$ cat config.mk
export PLATFORM = sky130hd
export DESIGN_NAME = branch_ctrl
export DESIGN_NICKNAME = d
export VERILOG_FILES = /design/src/rtl/branch_ctrl.sv
export SDC_FILE = /design/constraint.sdc
export NUM_CORES = 1
export LEC_CHECK = 0
export ABC_AREA = 1
export BUFFER_PORTS_ARGS = -buffer_cell sky130_fd_sc_hd__buf_4
export CAP_MARGIN = 20
export CELL_PAD_IN_SITES_DETAIL_PLACEMENT = 0
export CELL_PAD_IN_SITES_GLOBAL_PLACEMENT = 1
export CORE_MARGIN = 10
export CORE_UTILIZATION = 39
export CTS_CLUSTER_DIAMETER = 150
export DETAILED_ROUTE_END_ITERATION = 8
export PLACE_DENSITY = 0.92
export RECOVER_POWER = 50
export SLEW_MARGIN = 20
export SYNTH_ARGS = -nofsm -noshare
export SYNTH_HDL_FRONTEND = slang
export SYNTH_SLANG_ARGS = --single-unit
$ cat constraint.sdc
create_clock -name clk -period 3.5 [get_ports clk]
set_input_delay 1.05 -clock clk [delete_from_list [all_inputs] [get_ports clk]]
set_output_delay 1.05 -clock clk [all_outputs]
set_load 0.005 [all_outputs]
$ cat src/rtl/branch_ctrl.sv
// branch_ctrl: branch resolution and program counter for the zepto 16-bit core.
// Latches comparator flags, evaluates branch conditions against latched or
// bypassed flags, owns the PC, and raises flush for a fixed number of
// non-stalled cycles after every taken branch.
module branch_ctrl #(
  parameter int              PC_W         = 16,
  parameter logic [PC_W-1:0] RESET_PC     = 16'h0000,
  parameter int              FLUSH_CYCLES = 1
) (
  input  logic            clk,
  input  logic            rst_n,
  input  logic            stall,
  input  logic            flag_we,
  input  logic            eq,
  input  logic            neq,
  input  logic            geq,
  input  logic            l,
  input  logic            br_valid,
  input  logic [2:0]      br_cond,
  input  logic [PC_W-1:0] br_target,
  output logic [PC_W-1:0] pc,
  output logic [3:0]      flags,
  output logic            taken,
  output logic            flush,
  output logic            busy
);

  typedef enum logic {RUN, FLUSH} state_t;

  localparam logic [3:0] FLUSH_INIT = 4'(FLUSH_CYCLES);

  state_t          state_reg, state_next;
  logic [PC_W-1:0] pc_reg, pc_next;
  logic [3:0]      flags_reg, flags_next;
  logic [3:0]      cnt_reg, cnt_next;
  logic            taken_reg, taken_next;

  logic [3:0]      cmp_flags;
  logic [3:0]      eff_flags;
  logic            eff_eq, eff_neq, eff_geq, eff_l, eff_is_eq;
  logic            cond_true;

  assign cmp_flags = {eq, neq, geq, l};

  // Same-cycle compare and branch use the comparator output directly.
  assign eff_flags = flag_we ? cmp_flags : flags_reg;
  assign eff_eq    = eff_flags[3];
  assign eff_neq   = eff_flags[2];
  assign eff_geq   = eff_flags[1];
  assign eff_l     = eff_flags[0];
  // An inconsistent eq=neq=1 vector must never resolve as equal.
  assign eff_is_eq = eff_eq & ~eff_neq;

  // Condition-code decode against the effective flags.
  always_comb begin
    cond_true = 1'b0;
    case (br_cond)
      3'b000:  cond_true = 1'b0;
      3'b001:  cond_true = 1'b1;
      3'b010:  cond_true = eff_is_eq;
      3'b011:  cond_true = eff_neq;
      3'b100:  cond_true = eff_geq;
      3'b101:  cond_true = eff_l;
      3'b110:  cond_true = eff_l | eff_is_eq;
      3'b111:  cond_true = eff_geq & eff_neq;
      default: cond_true = 1'b0;
    endcase
  end

  // Next-state logic: stall holds everything and only drops the taken pulse.
  always_comb begin
    state_next = state_reg;
    pc_next    = pc_reg;
    flags_next = flags_reg;
    cnt_next   = cnt_reg;
    taken_next = 1'b0;
    if (!stall) begin
      case (state_reg)
        RUN: begin
          if (flag_we) begin
            flags_next = cmp_flags;
          end
          if (br_valid && cond_true) begin
            pc_next    = br_target;
            taken_next = 1'b1;
            cnt_next   = FLUSH_INIT;
            state_next = FLUSH;
          end else begin
            pc_next = pc_reg + PC_W'(1);
          end
        end
        FLUSH: begin
          // Wrong-path branches and flag writes are ignored here.
          pc_next  = pc_reg + PC_W'(1);
          cnt_next = cnt_reg - 4'd1;
          if (cnt_reg == 4'd1) begin
            state_next = RUN;
          end
        end
        default: state_next = RUN;
      endcase
    end
  end

  // State register with synchronous active-low reset overriding stall.
  always_ff @(posedge clk) begin
    if (!rst_n) begin
      state_reg <= RUN;
      pc_reg    <= RESET_PC;
      flags_reg <= 4'b0000;
      cnt_reg   <= 4'd0;
      taken_reg <= 1'b0;
    end else begin
      state_reg <= state_next;
      pc_reg    <= pc_next;
      flags_reg <= flags_next;
      cnt_reg   <= cnt_next;
      taken_reg <= taken_next;
    end
  end

  assign pc    = pc_reg;
  assign flags = flags_reg;
  assign taken = taken_reg;
  assign flush = (state_reg == FLUSH);
  assign busy  = (state_reg == FLUSH);

endmodule

==> results of run 1 <==
kinds of logic (layout without fill, tap and decap cells):
| family | count (synthesis) | after routing |
|---|---|---|
| flip-flops | 26 | 26 |
| AND/OR/NAND/NOR | 142 | 142 |
| adder cells (fa/ha/maj) | 3 | 3 |
| AO/OA/AOI/OAI | 34 | 34 |
| XOR/XNOR | 15 | 15 |
| buffers and inverters | 52 | 95 |
cell usage in the layout (no fill, tap or decap), types with 3 or more instances in the layout:
cell type,synthesis,routed
inv_1,37,37
nand2_1,59,59
inv_2,3,3
a21oi_1,18,18
o21ai_0,10,10
clkbuf_8,0,3
xor2_1,11,11
nand2_2,7,7
clkbuf_4,0,16
ha_1,3,3
dfxtp_1,26,26
nor2_1,20,20
buf_4,1,30
clkbuf_1,4,5
nand3_1,25,25
xnor2_1,4,4
nor3_1,5,5
nand4_1,17,17
final cells by class:
cell class | instances | area, um^2
clock buffer | 3 | 41.3
fill | 479 | 2220
inverter | 41 | 154
multi-input combinational | 194 | 1080
sequential | 26 | 520
tap | 52 | 65.1
timing repair buffer | 51 | 364
report_power, final:
| part | switching, mW | internal [mW] |
|---|---|---|
| Sequential | 0.0234 | 0.318 |
| Combinational | 0.117 | 0.0921 |
| Clock | 0.0981 | 0.0773 |
how the worst max path moves through the flow:
stage,end,slack [ns],cells past startpoint
final,pc[14],1.15,5
after global routing,pc[14],0.97,5
after CTS,cnt_reg[2],1.30,12
after detailed placement,cnt_reg[2],1.03,12
after global placement,cnt_reg[1],1.03,12
after floorplan,pc[13],1.41,11
per-layer routing:
layer,global-route usage (%),part of all wire [%]
met5,0,0
met4,4.41,1.4
met3,4.87,9.1
met2,21.7,44
met1,16.2,46
worst reg2reg max path, delay by kind of cell (launching register included):
kind	cells	cell delay (ns)
and+or+nand+nor	4	0.69
DFF	1	0.37
buffers and inverters	2	0.61
metrics by stage:
| stage | hold slack [ns] | power [mW] | worst slack [ns] |
|---|---|---|---|
| after floorplan | 0.453 | 0.482 | 1.41 |
| after global placement | 0.472 | 0.561 | 1.03 |
| after detailed placement | 0.479 | 0.564 | 1.03 |
| after CTS | 0.492 | 0.737 | 1.30 |
| after global routing | 0.506 | 0.779 | 0.973 |
| final | 0.486 | 0.726 | 1.15 |
==> flow_summary.json, run 1 <==
{
  "outcome": "complete, no violations",
  "slowest_delay_ns": 0.47,
  "final.min_clock_period_ns": 2.35,
  "hold_path.class": "flip-flop to flip-flop",
  "crit_path_end_kind": "flip-flop",
  "setup_viol_count_final": 0,
  "ys_types": 31,
  "synth_adder_area_share_pct": 2.06,
  "synthXorXnorAreaFrac_pct": 7.23,
  "synth.top_cell.area_share_pct": 28.6,
  "ctsHoldBuffers": 0,
  "cts_tree": "done",
  "timing.rr.end": "pc[2]",
  "fp.coreArea_um2": 4440,
  "die_h_um": 88.3,
  "async_flop_share_pct": 0,
  "synth.area.top_cells": "dfxtp_1 29%, nand2_1 12%, inv_1 7.6%, nand3_1 6.9%, nand4_1 5.8%",
  "drt_iter0_markers": 111,
  "hold_path_end": "cnt_reg[1]",
  "synth_enable_flop_cells": 0,
  "period_share_pct": 67.2,
  "muxShareOfSynthArea_pct": 0,
  "hold_start": "cnt_reg[1]",
  "critPathTopFamily": "buffers and inverters",
  "startpoint_type": "primary input",
  "synth_compound_area_share_pct": 11.3,
  "synth-simple-area-share_pct": 38.8,
  "cts_made_buffers": 3,
  "drive_gt1_share_pct": 22.2,
  "worstPathMaxFanout": 20,
  "drv_cap": 0,
  "yosysMostFrequentCell": "nand2_1",
  "syn_area_um2": 1820,
  "vdd_drop_max_uv": 142,
  "antenna_left": 0,
  "worst-r2r-cell-count": 6,
  "rrSetupSlack_ns": 1.74,
  "yosys_warnings": 0,
  "critPathLaunch": "stall",
  "slowest_stage": "inv_1",
  "clock_path_buffers": 2,
  "clock_sinks": 26,
  "slew_viol_final": 0,
  "instances_no_fill": 367,
  "grt_max_degree": 23,
  "io_buffers": 50,
  "place_congestion": 0.869,
  "wl_per_cell_um": 13.4,
  "syn_nets": 303,
  "n_antenna_cell": 0,
  "clk_pin_slew_ns": 0.09,
  "place_area_um2": 2200,
  "finalHoldViolations": 0,
  "p_per_area_nw_per_um2": 326,
  "htree_levels": 1,
  "ios": 51,
  "antenna_found_initial": 0,
  "worstPathCellList": "clkbuf_1 > inv_1 > buf_4 > o21ai_0 > a21oi_2",
  "avgViaCountPerCell": 5.06,
  "yosysSeqAreaShare_pct": 28.6,
  "synth_area_per_cell_um2": 6.68,
  "dr.pass1.iters": 4,
  "initial_core_util_pct": 40.9,
  "grt_pass1_vias": 1860,
  "cts_setup_buffers": 0,
  "core.rowCount": 24,
  "rsz0062_at_grt": "false",
  "cts-resized-gates": 0,
  "synth_top_family_by_area": "simple AND/OR/NAND/NOR gates",
  "dieArea_um2": 7790,
  "min_path_cells": 2,
  "place_hpwl_um": 3770,
  "grt-ovfl-total": 0,
  "syn_inst": 272,
  "grt_first_pass_wirelength_um": 8570,
  "yosysTopAreaCell": "dfxtp_1",
  "fin_tns_setup_ns": 0,
  "drc": 0,
  "largest_reg_flops": 16,
  "skew_ns": 0.00182,
  "clkLatencyLatePin_ns": 0.27,
  "clockRootBuffer": "clkbuf_8",
  "crit_buf_inv": 3,
  "dp.cells": 364,
  "power_leakage_nw": 1.04,
  "routed_wl_um": 4930,
  "syn_to_final_growth_pct": 22.4,
  "relSlewSlack_pct": 50.2,
  "ys_seq_elements": 26,
  "timing.fmax_ghz": 0.425,
  "critical_path_class": "primary input to flip-flop",
  "cp.arrival_ns": 2.52,
  "die_w_um": 88.3,
  "final_area_um2": 2220,
  "nNetsFinal": 348,
  "vias": 1856,
  "synthFlopType": "dfxtp_1",
  "post-route-util_pct": 50.1,
  "synth_common_cells": "59 x nand2_1, 37 x inv_1, 26 x dfxtp_1, 25 x nand3_1, 20 x nor2_1",
  "r2r_start": "busy",
  "cp.required_ns": 3.67,
  "track_usage_pct": 13.4,
  "tightestPinTransition_ns": 0.747
}
(Power assumes the default switching activity.)
==> run 2: changes to the inputs <==
- CORE_UTILIZATION: 39 -> 36
- PLACE_DENSITY: 0.92 -> 0.87
- clock period: 3.5 -> 2.25 ns (I/O delays scaled with it)
==> run 2 against run 1 <==
Net effect: routed wire length rose by 0.34%; sequential share of layout area fell by 0.69 points; combinational power rose by 58%; clock skew barely moved; critical path depth rose by 6; final cell count rose by 4.9%; via count fell by 1.8%; die area rose by 6.4%; non-clock buffer count rose by 2; hold slack barely moved; highest routed layer unchanged.
==> flow_summary.json, run 2 (synthesis results as in run 1) <==
{
  "seqPwrFrac_pct": 45.1,
  "fin_tns_setup_ns": 0,
  "grt-ovfl-total": 0,
  "vdd_drop_max_uv": 205,
  "cts_setup_buffers": 0,
  "cp.required_ns": 2.43,
  "syn_to_final_growth_pct": 26.1,
  "crit_path_end_kind": "flip-flop",
  "clk_pin_slew_ns": 0.10,
  "wl_per_cell_um": 12.9,
  "p_per_area_nw_per_um2": 515,
  "track_usage_pct": 12.1,
  "power_leakage_nw": 1.07,
  "drt_iter0_markers": 68,
  "critical_path_class": "primary input to flip-flop",
  "grt_max_degree": 24,
  "io_buffers": 50,
  "drv_cap": 0,
  "n_antenna_cell": 0,
  "routed_wl_um": 4950,
  "switchingPower_mw": 0.379,
  "p_clk_share_pct": 26.8,
  "final_cell_mix": "59 x nand2_1, 37 x inv_1, 31 x buf_4",
  "final_area_um2": 2290,
  "outcome": "complete, no violations",
  "die_w_um": 91.1,
  "worstPathMaxFanout": 19,
  "antenna_found_initial": 0,
  "drc": 0,
  "drive_gt1_share_pct": 23.6,
  "dr.pass1.iters": 4,
  "finalHoldViolations": 0,
  "dp.cells": 381,
  "cts-resized-gates": 0,
  "dieArea_um2": 8290,
  "cts_made_buffers": 3,
  "grt_first_pass_wirelength_um": 8710,
  "clock_path_buffers": 2,
  "place_area_um2": 2250,
  "antenna_left": 0,
  "instances_no_fill": 385,
  "rsz0062_at_grt": "false",
  "grt_pass1_vias": 1878,
  "pre_cts_slack_ns": 0.230,
  "relSlewSlack_pct": 63.2,
  "post-route-util_pct": 47.6,
  "combPwrFrac_pct": 28.2,
  "clock_sinks": 26,
  "initial_core_util_pct": 37.7,
  "nNetsFinal": 350,
  "place_congestion": 0.795,
  "cts_tree": "done",
  "clkLatencyLatePin_ns": 0.27,
  "clockRootBuffer": "clkbuf_8",
  "place_hpwl_um": 3750,
  "skew_ns": 0.00171,
  "timing.fmax_ghz": 0.575,
  "startpoint_type": "primary input",
  "tightestPinTransition_ns": 0.552,
  "ios": 51,
  "fp.coreArea_um2": 4820,
  "cp.arrival_ns": 1.92,
  "largest_reg_flops": 16,
  "avgViaCountPerCell": 4.74,
  "final_common_cell": "nand2_1",
  "period_share_pct": 77.3,
  "worst_slack_ns": 0.510,
  "htree_levels": 1,
  "vias": 1823,
  "setup_viol_count_final": 0,
  "sw_frac_of_total_pct": 32.1,
  "die_h_um": 91.1,
  "final.min_clock_period_ns": 1.74,
  "slew_viol_final": 0,
  "hold_path.class": "flip-flop to flip-flop",
  "p_int_mw": 0.801,
  "ctsHoldBuffers": 0,
  "core.rowCount": 25
}
## run 2: cell types whose count changed in the layout (fill, tap and decap cells not counted)
cell	change
clkbuf_4	+2
clkbuf_1	-2
buf_12	+1
buf_4	+1
clkbuf_8	+1
## run 2: power by group through the flow
stage	Combinational, mW	Sequential (mW)	Clock, mW
after CTS	0.342	0.532	0.326
after floorplan	0.212	0.537	0
after detailed placement	0.339	0.543	0
after global routing	0.381	0.539	0.348
final	0.332	0.532	0.316
after global placement	0.338	0.542	0
## run 2: cell type report
class	instances	area [um^2]
sequential	26	520
inverter	41	154
multi-input combinational	194	1080
clock buffer	4	55.1
fill	554	2520
tap	67	83.8
timing repair buffer	53	399
## run 2: worst max-delay path: stages
cell	delay, ns
buf_4	0.13
inv_2	0.09
nand2_2	0.07
nand3_1	0.11
nand3_4	0.11
nand2_8	0.16
nand4_4	0.25
nand2_1	0.13
nand3_1	0.08
nand2_1	0.08
inv_1	0.04
## run 2: final timing paths
| check | from | end | slack [ns] | depth (start not counted) |
|---|---|---|---|---|
| setup / recovery | flag_we | pc[13] | 0.51 | 11 |
| hold / removal | cnt_reg[1] | cnt_reg[1] | 0.49 | 2 |
| setup reg to reg | pc[1] | pc[14] | 0.64 | 9 |
| hold reg to reg | cnt_reg[1] | cnt_reg[1] | 0.49 | 2 |
## run 2: routing by layer
| layer | global-route usage, % | vias up | share of wire [%] | wire, um |
|---|---|---|---|---|
| met1 | 15.5 | 807 | 47 | 2320 |
| met3 | 3.13 | 2 | 7.3 | 362 |
| met5 | 0 | - | 0 | 0 |
| li1 | - | 973 | - | - |
| met2 | 19.7 | 41 | 45 | 2240 |
| met4 | 2.74 | 0 | 0.46 | 23 |
## run 2: stage by stage
stage | power, mW | hold WS (ns)
detailed placement | 0.882 | 0.474
global placement | 0.880 | 0.468
floorplan | 0.749 | 0.453
CTS | 1.20 | 0.489
global route | 1.27 | 0.521
finish | 1.18 | 0.486
